### config.mk
export PLATFORM = sky130hd
export DESIGN_NAME = ppi_ctrl_reg_flat
export DESIGN_NICKNAME = d
export VERILOG_FILES = /design/src/rtl/ppi_pkg.sv /design/src/rtl/ppi_ctrl_reg_if.sv /design/src/rtl/ppi_sync.sv /design/src/rtl/ppi_ctrl_reg.sv /design/src/flat_wrapper.sv
export SDC_FILE = /design/constraint.sdc
export NUM_CORES = 1
export LEC_CHECK = 0
export ABC_AREA = 1
export ABC_CLOCK_PERIOD_IN_PS = 1500
export BUFFER_PORTS_ARGS = -buffer_cell sky130_fd_sc_hd__buf_2
export CAP_MARGIN = 40
export CORE_MARGIN = 3
export CORE_UTILIZATION = 51
export CTS_BUF_LIST = sky130_fd_sc_hd__clkbuf_16
export DETAILED_ROUTE_END_ITERATION = 8
export HOLD_SLACK_MARGIN = 0.02
export PLACE_DENSITY = 0.73
export SETUP_SLACK_MARGIN = 0.3
export SLEW_MARGIN = 15
export SYNTH_ARGS = -nofsm -noshare
export SYNTH_HDL_FRONTEND = slang
export SYNTH_SLANG_ARGS = --single-unit
### constraint.sdc
create_clock -name clk -period 1.5 [get_ports clk]
set_input_delay 0.225 -clock clk [delete_from_list [all_inputs] [get_ports clk]]
set_output_delay 0.225 -clock clk [all_outputs]
set_load 0.01 [all_outputs]
### src/rtl/ppi_pkg.sv
`default_nettype none
// +----------------------------------------------------------------------------+
// | Module : ppi_pkg                                                           |
// | Brief  : Shared address map, reset control word and FSM encoding for PPI.  |
// | Rev    : 1.0                                                               |
// +----------------------------------------------------------------------------+
package ppi_pkg;

    localparam logic [1:0] PA   = 2'd0;
    localparam logic [1:0] PB   = 2'd1;
    localparam logic [1:0] PC   = 2'd2;
    localparam logic [1:0] CTRL = 2'd3;

    localparam logic [7:0] CW_RESET = 8'h9B;

    typedef logic [1:0] ppi_state_t;

    localparam ppi_state_t ST_IDLE   = 2'd0;
    localparam ppi_state_t ST_WR_ACT = 2'd1;
    localparam ppi_state_t ST_COMMIT = 2'd2;
    localparam ppi_state_t ST_RD_ACT = 2'd3;

    // One-hot {PC,PB,PA}; the control register has no port strobe.
    function automatic logic [2:0] port_onehot(input logic [1:0] i_a);
        logic [2:0] w_oh;
        case (i_a)
            PA:      w_oh = 3'b001;
            PB:      w_oh = 3'b010;
            PC:      w_oh = 3'b100;
            default: w_oh = 3'b000;
        endcase
        return w_oh;
    endfunction

endpackage
`default_nettype wire

### src/rtl/ppi_ctrl_reg_if.sv
`default_nettype none
// +----------------------------------------------------------------------------+
// | Module : ppi_ctrl_reg_if                                                   |
// | Brief  : CPU-side bus of the PPI control block (strobes, address, data).   |
// | Rev    : 1.0                                                               |
// +----------------------------------------------------------------------------+
interface ppi_ctrl_reg_if;

    logic       nCs;
    logic       nRd;
    logic       nWr;
    logic [1:0] A;
    logic [7:0] D;

    modport master (
        output nCs,
        output nRd,
        output nWr,
        output A,
        output D
    );

    modport slave (
        input nCs,
        input nRd,
        input nWr,
        input A,
        input D
    );

endinterface
`default_nettype wire

### src/rtl/ppi_sync.sv
`default_nettype none
// +----------------------------------------------------------------------------+
// | Module : ppi_sync                                                          |
// | Brief  : Parameterized-width 2-flop synchronizer with per-bit reset value. |
// | Rev    : 1.0                                                               |
// +----------------------------------------------------------------------------+
module ppi_sync #(
    parameter int               WIDTH     = 1,
    parameter logic [WIDTH-1:0] RESET_VAL = '1
) (
    input  logic             clk,
    input  logic             rst,
    input  logic [WIDTH-1:0] i_d,
    output logic [WIDTH-1:0] o_q
);

    logic [WIDTH-1:0] r_meta;
    logic [WIDTH-1:0] r_sync;

    always_ff @(posedge clk or posedge rst) begin
        if (rst) begin
            r_meta <= RESET_VAL;
            r_sync <= RESET_VAL;
        end else begin
            r_meta <= i_d;
            r_sync <= r_meta;
        end
    end

    assign o_q = r_sync;

endmodule
`default_nettype wire

### src/rtl/ppi_ctrl_reg.sv
`default_nettype none
// +----------------------------------------------------------------------------+
// | Module : ppi_ctrl_reg                                                      |
// | Brief  : PPI bus decoder: synchronizes CPU strobes, commits port writes,   |
// |          control-word loads and bit set/reset commands, tracks reads.      |
// | Rev    : 1.0                                                               |
// +----------------------------------------------------------------------------+
module ppi_ctrl_reg
    import ppi_pkg::*;
(
    input  logic                 clk,
    input  logic                 Reset,
    ppi_ctrl_reg_if.slave        bus,
    output logic [7:0]           controlword,
    output logic [5:0]           control,
    output logic [2:0]           wr_port,
    output logic [7:0]           wr_data,
    output logic [2:0]           rd_port,
    output logic                 bsr_valid,
    output logic [2:0]           bsr_bit,
    output logic                 bsr_val,
    output logic                 mode_set,
    output logic                 bus_err
);

    localparam logic [4:0] c_SYNC_RESET = {3'b111, 2'b00};

    logic [4:0]  w_sync_in;
    logic [4:0]  w_sync_out;
    logic        w_ncs_s;
    logic        w_nrd_s;
    logic        w_nwr_s;
    logic [1:0]  w_a_s;

    ppi_state_t  r_state;
    ppi_state_t  w_state_nxt;
    logic        w_conflict;
    logic        w_wr_latch;
    logic        w_rd_start;
    logic        w_commit;

    logic [1:0]  r_lat_a;
    logic [7:0]  r_lat_d;
    logic [1:0]  r_settle;
    logic        r_wr_armed;

    logic [7:0]  r_cw;
    logic [2:0]  r_wr_port;
    logic [7:0]  r_wr_data;
    logic        r_bsr_valid;
    logic [2:0]  r_bsr_bit;
    logic        r_bsr_val;
    logic        r_mode_set;
    logic        r_bus_err;

    assign w_sync_in = {bus.nCs, bus.nRd, bus.nWr, bus.A};

    ppi_sync #(
        .WIDTH     (5),
        .RESET_VAL (c_SYNC_RESET)
    ) u_sync (
        .clk (clk),
        .rst (Reset),
        .i_d (w_sync_in),
        .o_q (w_sync_out)
    );

    assign {w_ncs_s, w_nrd_s, w_nwr_s, w_a_s} = w_sync_out;

    assign w_conflict = !w_ncs_s && !w_nrd_s && !w_nwr_s;

    always_comb begin
        w_state_nxt = r_state;
        w_wr_latch  = 1'b0;
        w_rd_start  = 1'b0;
        w_commit    = 1'b0;
        if (w_conflict) begin
            w_state_nxt = ST_IDLE;
        end else begin
            case (r_state)
                ST_IDLE: begin
                    if (!w_ncs_s && !w_nwr_s && w_nrd_s && r_wr_armed) begin
                        w_state_nxt = ST_WR_ACT;
                        w_wr_latch  = 1'b1;
                    end else if (!w_ncs_s && !w_nrd_s && w_nwr_s && (w_a_s != CTRL)) begin
                        w_state_nxt = ST_RD_ACT;
                        w_rd_start  = 1'b1;
                    end
                end
                ST_WR_ACT: begin
                    if (w_nwr_s) begin
                        w_state_nxt = ST_COMMIT;
                        w_commit    = 1'b1;
                    end else if (w_ncs_s) begin
                        w_state_nxt = ST_IDLE;
                    end else begin
                        w_wr_latch  = 1'b1;
                    end
                end
                ST_COMMIT: begin
                    w_state_nxt = ST_IDLE;
                end
                ST_RD_ACT: begin
                    if (w_nrd_s || w_ncs_s) begin
                        w_state_nxt = ST_IDLE;
                    end
                end
                default: begin
                    w_state_nxt = ST_IDLE;
                end
            endcase
        end
    end

    // A write only arms once nWr has been seen high with the synchronizer
    // carrying real pin data, so a strobe held low across reset never commits.
    always_ff @(posedge clk or posedge Reset) begin
        if (Reset) begin
            r_state    <= ST_IDLE;
            r_lat_a    <= 2'b00;
            r_lat_d    <= 8'h00;
            r_settle   <= 2'b00;
            r_wr_armed <= 1'b0;
        end else begin
            r_state  <= w_state_nxt;
            r_settle <= {r_settle[0], 1'b1};
            if (r_settle[1] && w_nwr_s) begin
                r_wr_armed <= 1'b1;
            end
            if (w_wr_latch || w_rd_start) begin
                r_lat_a <= w_a_s;
            end
            if (w_wr_latch) begin
                r_lat_d <= bus.D;
            end
        end
    end

    // Commit results register on the edge that enters COMMIT, so they are
    // visible for exactly the COMMIT cycle.
    always_ff @(posedge clk or posedge Reset) begin
        if (Reset) begin
            r_cw        <= CW_RESET;
            r_wr_port   <= 3'b000;
            r_wr_data   <= 8'h00;
            r_bsr_valid <= 1'b0;
            r_bsr_bit   <= 3'd0;
            r_bsr_val   <= 1'b0;
            r_mode_set  <= 1'b0;
            r_bus_err   <= 1'b0;
        end else begin
            r_wr_port   <= 3'b000;
            r_bsr_valid <= 1'b0;
            r_mode_set  <= 1'b0;
            if (w_commit) begin
                if (r_lat_a != CTRL) begin
                    r_wr_port <= port_onehot(r_lat_a);
                    r_wr_data <= r_lat_d;
                end else if (r_lat_d[7]) begin
                    r_cw       <= r_lat_d;
                    r_mode_set <= 1'b1;
                end else if (r_cw[7]) begin
                    r_bsr_valid <= 1'b1;
                    r_bsr_bit   <= r_lat_d[3:1];
                    r_bsr_val   <= r_lat_d[0];
                end
            end
            if (w_conflict) begin
                r_bus_err <= 1'b1;
            end
        end
    end

    assign controlword = r_cw;
    assign control     = {w_ncs_s, w_nrd_s, w_nwr_s, Reset, w_a_s};
    assign wr_port     = r_wr_port;
    assign wr_data     = r_wr_data;
    assign rd_port     = (r_state == ST_RD_ACT) ? port_onehot(r_lat_a) : 3'b000;
    assign bsr_valid   = r_bsr_valid;
    assign bsr_bit     = r_bsr_bit;
    assign bsr_val     = r_bsr_val;
    assign mode_set    = r_mode_set;
    assign bus_err     = r_bus_err;

endmodule
`default_nettype wire

### src/flat_wrapper.sv
// flat-port wrapper written by rule: the top's interface ports become plain ports
module ppi_ctrl_reg_flat import ppi_pkg::*;
  (clk, Reset, controlword, control, wr_port, wr_data, rd_port, bsr_valid, bsr_bit, bsr_val, mode_set, bus_err, bus_nCs, bus_nRd, bus_nWr, bus_A, bus_D);
  ppi_ctrl_reg_if bus_i ();
  input  logic clk;
  input  logic Reset;
  output logic [7:0] controlword;
  output logic [5:0] control;
  output logic [2:0] wr_port;
  output logic [7:0] wr_data;
  output logic [2:0] rd_port;
  output logic bsr_valid;
  output logic [2:0] bsr_bit;
  output logic bsr_val;
  output logic mode_set;
  output logic bus_err;
  input wire logic [$bits(bus_i.nCs)-1:0] bus_nCs;
  input wire logic [$bits(bus_i.nRd)-1:0] bus_nRd;
  input wire logic [$bits(bus_i.nWr)-1:0] bus_nWr;
  input wire logic [$bits(bus_i.A)-1:0] bus_A;
  input wire logic [$bits(bus_i.D)-1:0] bus_D;
  assign bus_i.nCs = bus_nCs;
  assign bus_i.nRd = bus_nRd;
  assign bus_i.nWr = bus_nWr;
  assign bus_i.A = bus_A;
  assign bus_i.D = bus_D;
  ppi_ctrl_reg u_core (.clk(clk), .Reset(Reset), .bus(bus_i), .controlword(controlword), .control(control), .wr_port(wr_port), .wr_data(wr_data), .rd_port(rd_port), .bsr_valid(bsr_valid), .bsr_bit(bsr_bit), .bsr_val(bsr_val), .mode_set(mode_set), .bus_err(bus_err));
endmodule
# Word level (Yosys, flattened, before mapping)
# Cells that the tools add are included.
# op_classes
n_reduce_logical	19
bitwise	2
n_eq_ne	10
mux	29
# ops
op	count
$mux 1	17
$mux 2	6
$mux 3	3
$pmux 3 s3	1
$reduce_and 3->1	3
$logic_and 1x1->1	8
$pmux 2 s4	1
$eq 2x2->1 const B	3
$eq 2x1->1 const B	2
$logic_not 2->1	2
$ne 2x2->1 const B	2
$ne 4x1->1 const B	1
$ne 4x3->1 const B	1
$logic_not 1->1	3
$ne 3x1->1 const B	1
$logic_or 1x1->1	2
$not 1->1	2
$pmux 1 s2	1
$reduce_and 2->1	1
# word_totals
elab_cells	75
out_inout_bits	35
input_bits	15
ff_bits	50

# Logic depth before layout (Yosys ltp)
# Gate-level depths: netlist of run 1.
# depth
ltp_word	9
ltp_mapped	8
ltp_nobuf	7

# By module
# A second synthesis of run 1 with hierarchy kept.
# hier_totals
cells_unflattened	188
area_unflattened_um2	1913.1
# modules_own_cells
module	area_per_inst_um2	cells_each	instances	seq_area_each_um2
ppi_ctrl_reg	1651.6	177	1	1006.0
ppi_sync	261.5	11	1	257.7

# Worst setup path after synthesis of run 1
# Ideal clock, no wire load.
# synth_timing
kind	reg-to-reg
from	register u_core.u_sync.r_sync[2], in the netlist u_core.u_sync.o_q[2]
to	register u_core.r_lat_d[0]
synth_period_minus_slack_ps	1288
setup_ps	118
path_stages_with_launch	7
n_path_buf	1
slack_ps	212
t_arrival_ps	1170
t_required_ps	1382
cell_sequence	dfstp_2 nor2_2 nand3_1 nand2_2 buf_6 nand2_1 o21ai_2
# synth_between
elab_chain_cells	7
word_cells_on_any_way	9
classes_between	mux (4); reduce/logical (5)
# synth_lines
item	line	rtl
from (decl)	ppi_sync.sv:18	logic [WIDTH-1:0] r_sync;
from (signal assigned)	ppi_sync.sv:26	r_sync <= r_meta;
$logic_not 1->1	ppi_ctrl_reg.sv:70, ppi_ctrl_reg.sv:82	
$logic_and 1x1->1 (3 in series)	ppi_ctrl_reg.sv:82	if (!w_ncs_s && !w_nwr_s && w_nrd_s && r_wr_armed) begin
$mux 1	ppi_ctrl_reg.sv:82	
$pmux 1 s2	ppi_ctrl_reg.sv:80	case (r_state)
$mux 1 *	ppi_ctrl_reg.sv:77	if (w_conflict) begin
to (signal assigned)	ppi_ctrl_reg.sv:134	r_lat_d <= bus.D;
to (decl)	ppi_ctrl_reg.sv:43	logic [7:0] r_lat_d;
# Every way passes the cells marked *; elsewhere a longest branch is shown, timed or not.
# A chain may end at the register's enable or synchronous reset.

# Worst setup path after layout of run 1
# layout_timing
from	register u_core.u_sync.r_sync[2], in the netlist u_core.u_sync.o_q[2]
to	register u_core.r_cw[3], in the netlist u_core.controlword[3]
# layout_between
elab_chain_cells	4
word_cells_on_any_way	6
classes_between	mux (3); reduce/logical (3)
# layout_lines
item	line	rtl
$mux 1 or $logic_not 1->1 (tied branches)	ppi_ctrl_reg.sv:91, ppi_ctrl_reg.sv:70	
$mux 1 or $logic_and 1x1->1 (tied branches)	ppi_ctrl_reg.sv:80, ppi_ctrl_reg.sv:70	
$mux 1 *	ppi_ctrl_reg.sv:77	
$reduce_and 3->1 (no source line) *	n/a	
to (signal assigned)	ppi_ctrl_reg.sv:160	r_cw <= r_lat_d;
to (decl)	ppi_ctrl_reg.sv:47	logic [7:0] r_cw;
# Marked as above.

==> out/metrics.yaml, run 1 <==
status:
  outcome: "complete, no violations"
cts:
  clock_path_buffers: 2
  clkLatencyLatePin_ps: 290
  tritoncts: "done"
  clk_pin_slew_ps: 60
  cts-root-buf: "clkbuf_16"
  cts_inserted_buffers: 5
  cts_sinks: 50
  htreeDepth: 2
critical_path:
  ff2ff_setup_slack_ps: 160
  worst_ep_arrival_time_ps: 1550
  endpoint: "u_core.controlword[3]"
  crit_start: "u_core.u_sync.o_q[2]"
  r2r_start: "u_core.u_sync.o_q[2]"
  cp.required_ps: 1710
  worst-path-max-fanout: 15
  worst_setup_path_start_kind: "flip-flop"
  critPathCaptureType: "flip-flop"
  r2r_end: "u_core.controlword[3]"
  reg2reg_depth: 6
  crit_type: "flip-flop to flip-flop"
global_route:
  grt_overflow: 0
  grt_first_pass_wirelength_microns: 6350
  use_met3_pct: 6.16
  track_usage_pct: 19.6
  grt_busiest_layer: "met2"
  grt_max_degree: 24
  use_met2_pct: 29.8
  grt_pass1_vias: 1327
  antenna_found_initial: 0
  grt_util_met1_pct: 26.7
placed_design:
  placed_cells: 281
  place.gp.congestion: 0.826
  dp_hpwl_microns: 2460
  portBuffers: 48
finish:
  seq_area_sq_um: 1270
  antenna_cells: 0
  fillers: 229
  drive_gt1_share_pct: 45.5
  final_cells: 301
  multiInputGateArea_sq_um: 668
  area_growth_pct: 38.5
  fin_util_pct: 76.5
  fin_nets: 269
floorplanning:
  pin_count: 50
  coreArea_sq_um: 3470
  rows: 21
  die_h_microns: 67.3
  die_w_microns: 67.3
  start_util_pct: 55.2
  dieArea_sq_um: 4530
job:
  drv_cap: 0
pwr:
  power.density_nw_per_um2: 1700
  peakVddDrop_mv: 1.08
  p_leak_nw: 1.33
drt:
  wire_per_inst_microns: 14.1
  first_pass_iters: 6
  ant_nets: 0
  finalWirelength_microns: 4240
  vias_per_cell: 4.97
  vias: 1496
  drt_iter0_drc: 96
  route.detailed.drc: 0
timing:
  setup_viol: 0
  final-hold-violation-count: 0
  slew_violations: 0
  fmax_mhz: 746
  fin_tns_setup_ps: 0
  rsz0062_at_grt: "true"
  min_period_over_period_pct: 89.4
  fin_skew_ps: 4.41
  fin_hold_ws_ps: 35.3
  min_period_ps: 1340
hold_path:
  hold_path.class: "input port to flip-flop"
synthesis:
  ys_ff_latch: 50
  syn_inst: 187
  avgSynthCellArea_sq_um: 10.2
  synth.cell_area_sq_um: 1920
  synthDistinctLibCells: 23
  ys_seq_area_share_pct: 66.0
  yosys_warnings: 0
## metrics by stage
stage	instance area, sq um	worst slack (ps)	total power, W
5_1_grt	2650	72.4	0.00477
3_5_place_dp	2240	185	0.00303
4_1_cts	2510	195	0.00424
6_report	2650	160	0.00450
2_1_floorplan	1950	244	0.00264
3_3_place_gp	2240	166	0.00300
## worst min path at each step
stage | startpoint | endpoint | slack, ps | cells after the start
2_1_floorplan | bus_nWr | u_core.u_sync.r_meta[2] | 230 | 0
3_3_place_gp | Reset | u_core.u_sync.r_meta[0] | 270 | 2
3_5_place_dp | Reset | u_core.u_sync.r_meta[0] | 270 | 2
4_1_cts | bus_nWr | u_core.u_sync.r_meta[2] | 30 | 1
5_1_grt | bus_nRd | u_core.u_sync.r_meta[3] | 30 | 1
6_report | bus_nRd | u_core.u_sync.r_meta[3] | 40 | 1
## logic make-up after synthesis
group | after synthesis | synth area share, %
flops | 50 | 66.0
compound gates | 31 | 9.01
other cells | 1 | 0.196
buf+inv | 36 | 8.29
simple gates | 69 | 16.5
## layout make-up
type	count	area share (%)
sequential	50	47.8
tap	46	2.17
multi-input combinational	105	25.2
inverter	31	5.00
clock inverter	3	0.613
timing repair buffer	61	14.5
clock buffer	5	4.71
## cell usage after synthesis, drive strengths merged
cell type	number	area [sq um]
a21o	1	7.51
a21oi	1	5.00
buf	5	42.5
conb	1	3.75
dfrtp	40	1000
dfstp	10	263
inv	31	116
nand2	43	171
nand3	10	55.1
nand4	1	6.26
nor2	7	31.3
nor3	7	46.3
o21ai	29	160
or2	1	6.26
## layout by cell type (no fill, tap or decap), types with 2 or more instances in the layout
| cell type | instances |
|---|---|
| buf_6 | 4 |
| conb_1 | 2 |
| nand2_4 | 2 |
| buf_2 | 46 |
| nand2_2 | 7 |
| nand3_1 | 7 |
| nand3_4 | 4 |
| dfrtp_1 | 36 |
| inv_1 | 26 |
| nand2_8 | 3 |
| nor2_4 | 3 |
| clkbuf_16 | 5 |
| buf_12 | 2 |
| nor3_1 | 3 |
| nor3_2 | 3 |
| o21ai_1 | 18 |
| buf_4 | 8 |
| o21ai_2 | 5 |
| dfrtp_2 | 4 |
| nand2_1 | 33 |
| o21ai_0 | 6 |
| inv_2 | 4 |
| dfstp_2 | 10 |
| nor2_1 | 4 |
## timing repair
action | 4_1_cts | 5_1_grt
resized for setup | 14 | 32
endpoints found under the setup margin | 36 | 40
buffers inserted | 5 | 3
gates cloned | 2 | 1
pin swaps | 3 | 4
hold buffers | 1 | 0
hold endpoints to repair | 13 | 0
## registers in the layout (all words and copies together), names as in the netlist
name and count:
u_core.r_lat_d 8, u_core.bsr_val 1, u_core.wr_data 8, u_core.mode_set 1
u_core.controlword 7, u_core.u_sync.o_q 5, u_core.bsr_valid 1, u_core.r_wr_armed 1
u_core.r_settle 2, u_core.wr_port 3, u_core.bus_err 1, u_core.r_state 2
u_core.bsr_bit 3, u_core.r_lat_a 2, u_core.u_sync.r_meta 5
## power breakdown
group / internal, W / leakage, nW / switching [W] / total [W]
clock network: 0.000612 / 0.0730 / 0.000466 / 0.00108
logic: 0.000568 / 0.655 / 0.000875 / 0.00144
registers: 0.00173 / 0.599 / 0.000250 / 0.00198
## routing by layer
metal / share of wire [%] / wire, microns / vias up
li1: - / - / 720
met1: 44 / 1850 / 714
met2: 49 / 2060 / 51
met3: 5.8 / 248 / 11
met4: 1.9 / 82 / 0
met5: 0 / 0 / -
## critical path: stages (launching register included)
cell	delay, ps
dfstp_2	600
buf_12	130
nand2_8	70
nor3_4	140
buf_6	180
nand2_1	70
o21ai_0	70
Note: power is estimated with default switching activity, not from simulation.
==> inputs of run 2 (changes only) <==
--- a/config.mk
+++ b/config.mk
@@ -6,15 +6,15 @@
 export NUM_CORES = 1
 export LEC_CHECK = 0
 export ABC_AREA = 1
-export ABC_CLOCK_PERIOD_IN_PS = 1500
+export ABC_CLOCK_PERIOD_IN_PS = 1150
 export BUFFER_PORTS_ARGS = -buffer_cell sky130_fd_sc_hd__buf_2
 export CAP_MARGIN = 40
 export CORE_MARGIN = 3
-export CORE_UTILIZATION = 51
+export CORE_UTILIZATION = 46
 export CTS_BUF_LIST = sky130_fd_sc_hd__clkbuf_16
 export DETAILED_ROUTE_END_ITERATION = 8
 export HOLD_SLACK_MARGIN = 0.02
-export PLACE_DENSITY = 0.73
+export PLACE_DENSITY = 0.7
 export SETUP_SLACK_MARGIN = 0.3
 export SLEW_MARGIN = 15
 export SYNTH_ARGS = -nofsm -noshare
==> constraint.sdc (replaced) <==
create_clock -name clk -period 1.15 [get_ports clk]
set_input_delay 0.1725 -clock clk [delete_from_list [all_inputs] [get_ports clk]]
set_output_delay 0.1725 -clock clk [all_outputs]
set_load 0.01 [all_outputs]
==> run 2 against run 1 <==
Sequential share of layout area is 7.5 points lower. Largest power group is now combinational logic. Fmax shrank 1.0%. Worst setup slack got worse by 360 ps. Count of clock-buffer cells in the layout is the same. Combinational power up 99%. Global-route usage fell by 1.1 points. Flip-flop and latch count unchanged. The run now ends with setup timing left. Core utilization is 5.6 points higher. Routed wire length up 37%.
==> out/metrics.yaml, run 2 (synthesis gave the netlist of run 1 again) <==
placed_design:
  place.gp.congestion: 0.822  # was 0.826
  portBuffers: 48  # unchanged
  post-place-ws_ps: -146  # was 185 ps
  dp_hpwl_microns: 2690  # was 2460 microns
  place_area_sq_um: 2340  # was 2240 sq um
floorplanning:
  coreArea_sq_um: 3830  # was 3470 sq um
  die_w_microns: 70.5  # was 67.3 microns
  pin_count: 50  # unchanged
  start_util_pct: 50.1  # was 55.2%
  rows: 22  # was 21
  die_h_microns: 70.5  # was 67.3 microns
  dieArea_sq_um: 4970  # was 4530 sq um
finish:
  fin_nets: 298  # was 269
  area_growth_pct: 64.1  # was 38.5%
  layout_common_cells: "buf_2, dfrtp_1, buf_4"  # was buf_2, dfrtp_1, nand2_1
  drive_gt1_share_pct: 62.0  # was 45.5%
  fillers: 197  # was 229
  antenna_cells: 0  # unchanged
  stdcell_area_sq_um: 3140  # was 2650 sq um
  final_common_cell: "buf_2"  # unchanged
  fin_util_pct: 82.1  # was 76.5%
drt:
  drt_iter0_drc: 116  # was 96
  vias: 1701  # was 1496
  ant_nets: 0  # unchanged
  vias_per_cell: 5.12  # was 4.97
  first_pass_iters: 4  # was 6
  wire_per_inst_microns: 17.5  # was 14.1 microns
  route.detailed.drc: 0  # unchanged
  finalWirelength_microns: 5800  # was 4240 microns
timing:
  fmax_mhz: 738  # was 746 MHz
  min_period_over_period_pct: 118  # was 89.4%
  slew_violations: 0  # unchanged
  min_period_ps: 1350  # was 1340 ps
  rsz0062_at_grt: "true"  # unchanged
  fin_hold_ws_ps: 107  # was 35.3 ps
  setup_viol: 42  # was 0
  final-hold-violation-count: 0  # unchanged
  fin_skew_ps: 6.93  # was 4.41 ps
  setup_ws_ps: -204  # was 160 ps
cts:
  cts_inserted_buffers: 5  # unchanged
  cts_sinks: 50  # unchanged
  clkLatencyLatePin_ps: 290  # about the same
  cts-root-buf: "clkbuf_16"  # unchanged
  tritoncts: "done"  # unchanged
  clk_pin_slew_ps: 70  # was 60 ps
  htreeDepth: 2  # unchanged
  clock_path_buffers: 2  # unchanged
global_route:
  grt_overflow: 0  # unchanged
  antenna_found_initial: 0  # unchanged
  grt_pass1_vias: 1583  # was 1327
  grt_first_pass_wirelength_microns: 7230  # was 6350 microns
  track_usage_pct: 18.5  # was 19.6%
  grt_max_degree: 51  # was 24
critical_path:
  slowest_delay_ps: 480  # was 600 ps
  worst_ep_arrival_time_ps: 1560  # was 1550 ps
  critPathCaptureType: "flip-flop"  # unchanged
  worst_setup_path_start_kind: "flip-flop"  # unchanged
  ff2ff_setup_slack_ps: -200  # was 160 ps
  path_cells: "nor2_4, buf_6, nand3_4, nand2_8, buf_12, nand2_2, o21ai_1"  # was buf_12, nand2_8, nor3_4, buf_6, nand2_1, o21ai_0
  cp_slowest_cell: "dfrtp_2"  # was dfstp_2
  worst-path-max-fanout: 6  # was 15
  crit_type: "flip-flop to flip-flop"  # unchanged
  cp.required_ps: 1350  # was 1710 ps
job:
  drv_cap: 0  # unchanged
hold_path:
  hold_path.class: "input port to flip-flop"  # unchanged
status:
  outcome: "finished with violations"  # was complete, no violations
  violations: "setup timing"
pwr:
  p_leak_nw: 1.56  # was 1.33 nW
  peakVddDrop_mv: 1.52  # was 1.08 mV
  power.density_nw_per_um2: 2210  # was 1700 nW/um^2
  power_w: 0.00694  # was 0.00450 W
run 2: power by group:
part           leakage (nW)  internal [W]  total, W  switching [W]
logic                 0.887       0.00130   0.00286        0.00157
clock network        0.0698      0.000805   0.00143       0.000626
registers             0.600       0.00226   0.00264       0.000388
run 2: repair_timing:
item | CTS | global route
cloned | 2 | 2
buffers inserted | 18 | 8
hold endpoints to repair | 45 | 0
hold buffers | 6 | 0
setup endpoints to repair | 71 | 82
pin swaps | 15 | 10
resized for setup | 59 | 34
run 2: layout make-up:
cell class	instances	area, sq um	area share, %
clock inverters	3	21.3	0.677
multi-input cells	104	798	25.4
inverters	31	133	4.22
flip-flops and latches	50	1270	40.3
repair buffers	91	738	23.5
well taps	48	60.1	1.91
clock buffers	5	125	3.98
run 2: worst paths after layout:
check / from / depth (start not counted) / end
worst max-delay path: u_core.r_state[1] / 7 / u_core.r_lat_d[5]
max in group asynchronous: Reset / 4 / u_core.controlword[3]
worst min-delay path: bus_D[1] / 3 / u_core.r_lat_d[1]
worst max register to register: u_core.r_state[1] / 7 / u_core.r_lat_d[5]
min in group asynchronous: Reset / 4 / u_core.r_state[1]
worst min register to register: u_core.u_sync.r_meta[2] / 0 / u_core.u_sync.o_q[2]
run 2: critical path, delay by kind of cell (launching register included):
kind / cells / cell delay (ps)
DFF: 1 / 480
AOI/OAI and AO/OA: 1 / 90
buffers and inverters: 2 / 250
and+or+nand+nor: 4 / 450
run 2: stage by stage:
step	cells	setup TNS [ps]
after detailed placement	288	-2150
after global placement	288	-1090
after global routing	332	-7170
after CTS	322	-2420
final	332	-5100
after floorplan	188	-1520
run 2: metal layers:
layer  share of wire [%]  track usage, %  wire length [microns]  vias to the layer above
met3                 5.9            5.40                    345                       19
met2                  53            32.0                   3100                       80
met4                 3.1            5.01                    177                        0
met1                  38            22.8                   2180                      818
met5                   0               0                      0                        -
li1                    -               -                      -                      784
==> inputs of run 3 (changes only) <==
--- a/config.mk
+++ b/config.mk
@@ -6,15 +6,15 @@
 export NUM_CORES = 1
 export LEC_CHECK = 0
 export ABC_AREA = 1
-export ABC_CLOCK_PERIOD_IN_PS = 1150
+export ABC_CLOCK_PERIOD_IN_PS = 1340
 export BUFFER_PORTS_ARGS = -buffer_cell sky130_fd_sc_hd__buf_2
 export CAP_MARGIN = 40
 export CORE_MARGIN = 3
-export CORE_UTILIZATION = 46
+export CORE_UTILIZATION = 51
 export CTS_BUF_LIST = sky130_fd_sc_hd__clkbuf_16
 export DETAILED_ROUTE_END_ITERATION = 8
 export HOLD_SLACK_MARGIN = 0.02
-export PLACE_DENSITY = 0.7
+export PLACE_DENSITY = 0.73
 export SETUP_SLACK_MARGIN = 0.3
 export SLEW_MARGIN = 15
 export SYNTH_ARGS = -nofsm -noshare
==> constraint.sdc (replaced) <==
create_clock -name clk -period 1.34 [get_ports clk]
set_input_delay 0.201 -clock clk [delete_from_list [all_inputs] [get_ports clk]]
set_output_delay 0.201 -clock clk [all_outputs]
set_load 0.01 [all_outputs]
==> run 3 against run 2 <==
The run still ends with setup timing left. Routed wire length down 15%. Final area decreased by 6.0%. First-iteration DRC count up 10%. Register-to-register slack better by 190 ps. Critical path type unchanged.
==> out/metrics.yaml, run 3 (synthesis gave the netlist of run 1 again) <==
pwr:
  power.density_nw_per_um2: 1930  # was 2210 nW/um^2
  peakVddDrop_mv: 1.25  # was 1.52 mV
  p_leak_nw: 1.46  # was 1.56 nW
  combPwrFrac_pct: 36.2  # was 41.3%
  p_int_w: 0.00368  # was 0.00436 W
  p_switching_w: 0.00203  # was 0.00258 W
  swShare_pct: 35.5  # was 37.2%
  clkPwrFrac_pct: 24.0  # was 20.6%
  sequentialPowerShare_pct: 39.8  # was 38.1%
floorplanning:
  rows: 21  # was 22
  dieArea_sq_um: 4530  # was 4970 sq um
  die_w_microns: 67.3  # was 70.5 microns
  pin_count: 50  # unchanged
  start_util_pct: 55.2  # was 50.1%
  coreArea_sq_um: 3470  # was 3830 sq um
  die_h_microns: 67.3  # was 70.5 microns
cts:
  tritoncts: "done"  # unchanged
  clkLatencyLatePin_ps: 280  # was 290 ps
  cts_inserted_buffers: 5  # unchanged
  clock_path_buffers: 2  # unchanged
  clk_pin_slew_ps: 60  # was 70 ps
  cts-root-buf: "clkbuf_16"  # unchanged
  htreeDepth: 2  # unchanged
  cts_sinks: 50  # unchanged
finish:
  area_growth_pct: 54.3  # was 64.1%
  fin_nets: 282  # was 298
  drive_gt1_share_pct: 57.5  # was 62.0%
  antenna_cells: 0  # unchanged
  final_common_cell: "buf_2"  # unchanged
  fillers: 171  # was 197
  fin_util_pct: 85.2  # was 82.1%
  layout_common_cells: "buf_2, dfrtp_1, inv_1"  # was buf_2, dfrtp_1, buf_4
  final_cells: 314  # was 332
timing:
  min_period_ps: 1350  # about the same
  fin_tns_setup_ps: -32.3  # was -5100 ps
  rsz0062_at_grt: "true"  # unchanged
  min_period_over_period_pct: 101  # was 118%
  slew_violations: 0  # unchanged
  final-hold-violation-count: 0  # unchanged
  setup_ws_ps: -14.6  # was -204 ps
  fin_skew_ps: 6.11  # was 6.93 ps
  fmax_mhz: 738  # about the same
  setup_viol: 4  # was 42
critical_path:
  worst_ep_arrival_time_ps: 1570  # was 1560 ps
  worst_setup_path_start_kind: "flip-flop"  # unchanged
  slowest_delay_ps: 410  # was 480 ps
  path_buf_inv: 2  # unchanged
  critPathCaptureType: "flip-flop"  # unchanged
  crit_type: "flip-flop to flip-flop"  # unchanged
  worst-path-max-fanout: 3  # was 6
  cp_slowest_cell: "dfrtp_1"  # was dfrtp_2
  cp.required_ps: 1550  # was 1350 ps
  cpLargestDelayFamily: "simple AND/OR/NAND/NOR gates"  # was flip-flops
  path_cells: "buf_6, nor2_4, buf_6, nand4_1, nand3_1, nand2_1, nand2_1"  # was nor2_4, buf_6, nand3_4, nand2_8, buf_12, nand2_2, o21ai_1
global_route:
  track_usage_pct: 20.8  # was 18.5%
  grt_max_degree: 51  # unchanged
  grt_pass1_vias: 1544  # was 1583
  antenna_found_initial: 0  # unchanged
  grt_overflow: 0  # unchanged
  grt_first_pass_wirelength_microns: 7060  # was 7230 microns
drt:
  ant_nets: 0  # unchanged
  vias: 1586  # was 1701
  vias_per_cell: 5.05  # was 5.12
  finalWirelength_microns: 4930  # was 5800 microns
  drt_iter0_drc: 128  # was 116
  wire_per_inst_microns: 15.7  # was 17.5 microns
  route.detailed.drc: 0  # unchanged
  first_pass_iters: 4  # unchanged
hold_path:
  hold_path.class: "input port to flip-flop"  # unchanged
placed_design:
  place.gp.congestion: 0.881  # was 0.822
  placed_cells: 280  # was 288
  dp_hpwl_microns: 2500  # was 2690 microns
  portBuffers: 48  # unchanged
job:
  drv_cap: 0  # unchanged
status:
  violations: "setup timing"  # unchanged
  outcome: "finished with violations"  # unchanged
==> run 3: cell count changes in the layout (fill, tap and decap cells not counted), moves of 2 or more <==
cell,before,now
buf_2,39,41
nor3_1,2,0
nand2_4,8,6
buf_12,4,2
inv_1,20,25
o21ai_1,14,18
buf_4,26,13
inv_2,7,5
clkbuf_16,7,5
o21ai_2,14,11
nor3_2,2,5
inv_4,2,0
==> run 3: timing repair <==
action                     4_1_cts  5_1_grt
hold buffers                     4        1
resized for setup               42       50
setup endpoints to repair       44       50
hold endpoints to repair        43        1
buffers inserted                11        7
pin swaps                        8       12
cloned                           1        2
==> run 3: area by class of cell <==
| class | count | area, sq um | area share [%] |
|---|---|---|---|
| Clock inverter | 3 | 37.5 | 1.27 |
| Multi-Input combinational cell | 105 | 801 | 27.1 |
| Clock buffer | 5 | 125 | 4.23 |
| Inverter | 31 | 128 | 4.32 |
| Sequential cell | 50 | 1270 | 42.9 |
| Timing Repair Buffer | 74 | 539 | 18.2 |
| Tap cell | 46 | 57.6 | 1.95 |
==> run 3: final timing paths <==
| path | from | end | slack [ps] | cells after the start |
|---|---|---|---|---|
| worst max-delay path | u_core.r_state[0] | u_core.r_lat_a[1] | -10 | 7 |
| worst min-delay path | bus_A[1] | u_core.u_sync.r_meta[1] | 20 | 1 |
| worst max register to register | u_core.r_state[0] | u_core.r_lat_a[1] | -10 | 7 |
| worst min register to register | u_core.u_sync.r_meta[0] | u_core.u_sync.o_q[0] | 350 | 0 |
| max in group asynchronous | Reset | u_core.controlword[3] | 470 | 4 |
| min in group asynchronous | Reset | u_core.u_sync.o_q[1] | 580 | 4 |
==> run 3: metal layers <==
| metal | up-vias | global-route usage [%] | share of wire (%) |
|---|---|---|---|
| met1 | 768 | 28.7 | 43 |
| met5 | - | 0 | 0 |
| li1 | 754 | - | - |
| met3 | 10 | 4.66 | 5.4 |
| met4 | 0 | 7.09 | 2.0 |
| met2 | 54 | 32.5 | 49 |
==> run 3: worst register-to-register path, delay by kind of cell, from the launching register on <==
kind          cells  cell delay [ps]
simple gates      5              610
flops             1              410
buf+inv           2              260
==> run 3: power groups by stage <==
stage	Combinational [W]	Sequential, W	Clock [W]
final	0.00207	0.00227	0.00137
after global routing	0.00225	0.00232	0.00143
after CTS	0.00157	0.00221	0.00137
after detailed placement	0.00122	0.00221	0
after global placement	0.00119	0.00219	0
after floorplan	0.000715	0.00227	0
==> run 3: metrics by stage <==
| step | worst slack [ps] | cell area [sq um] | power [W] | hold WS [ps] |
|---|---|---|---|---|
| final | -14.6 | 2960 | 0.00571 | 24.8 |
| after global routing | -110 | 2960 | 0.00600 | 26.5 |
| after CTS | 55.1 | 2720 | 0.00516 | 21.7 |
| after detailed placement | 3.51 | 2260 | 0.00343 | 297 |
| after global placement | 86.9 | 2260 | 0.00339 | 288 |
| after floorplan | 83.8 | 1960 | 0.00298 | 205 |
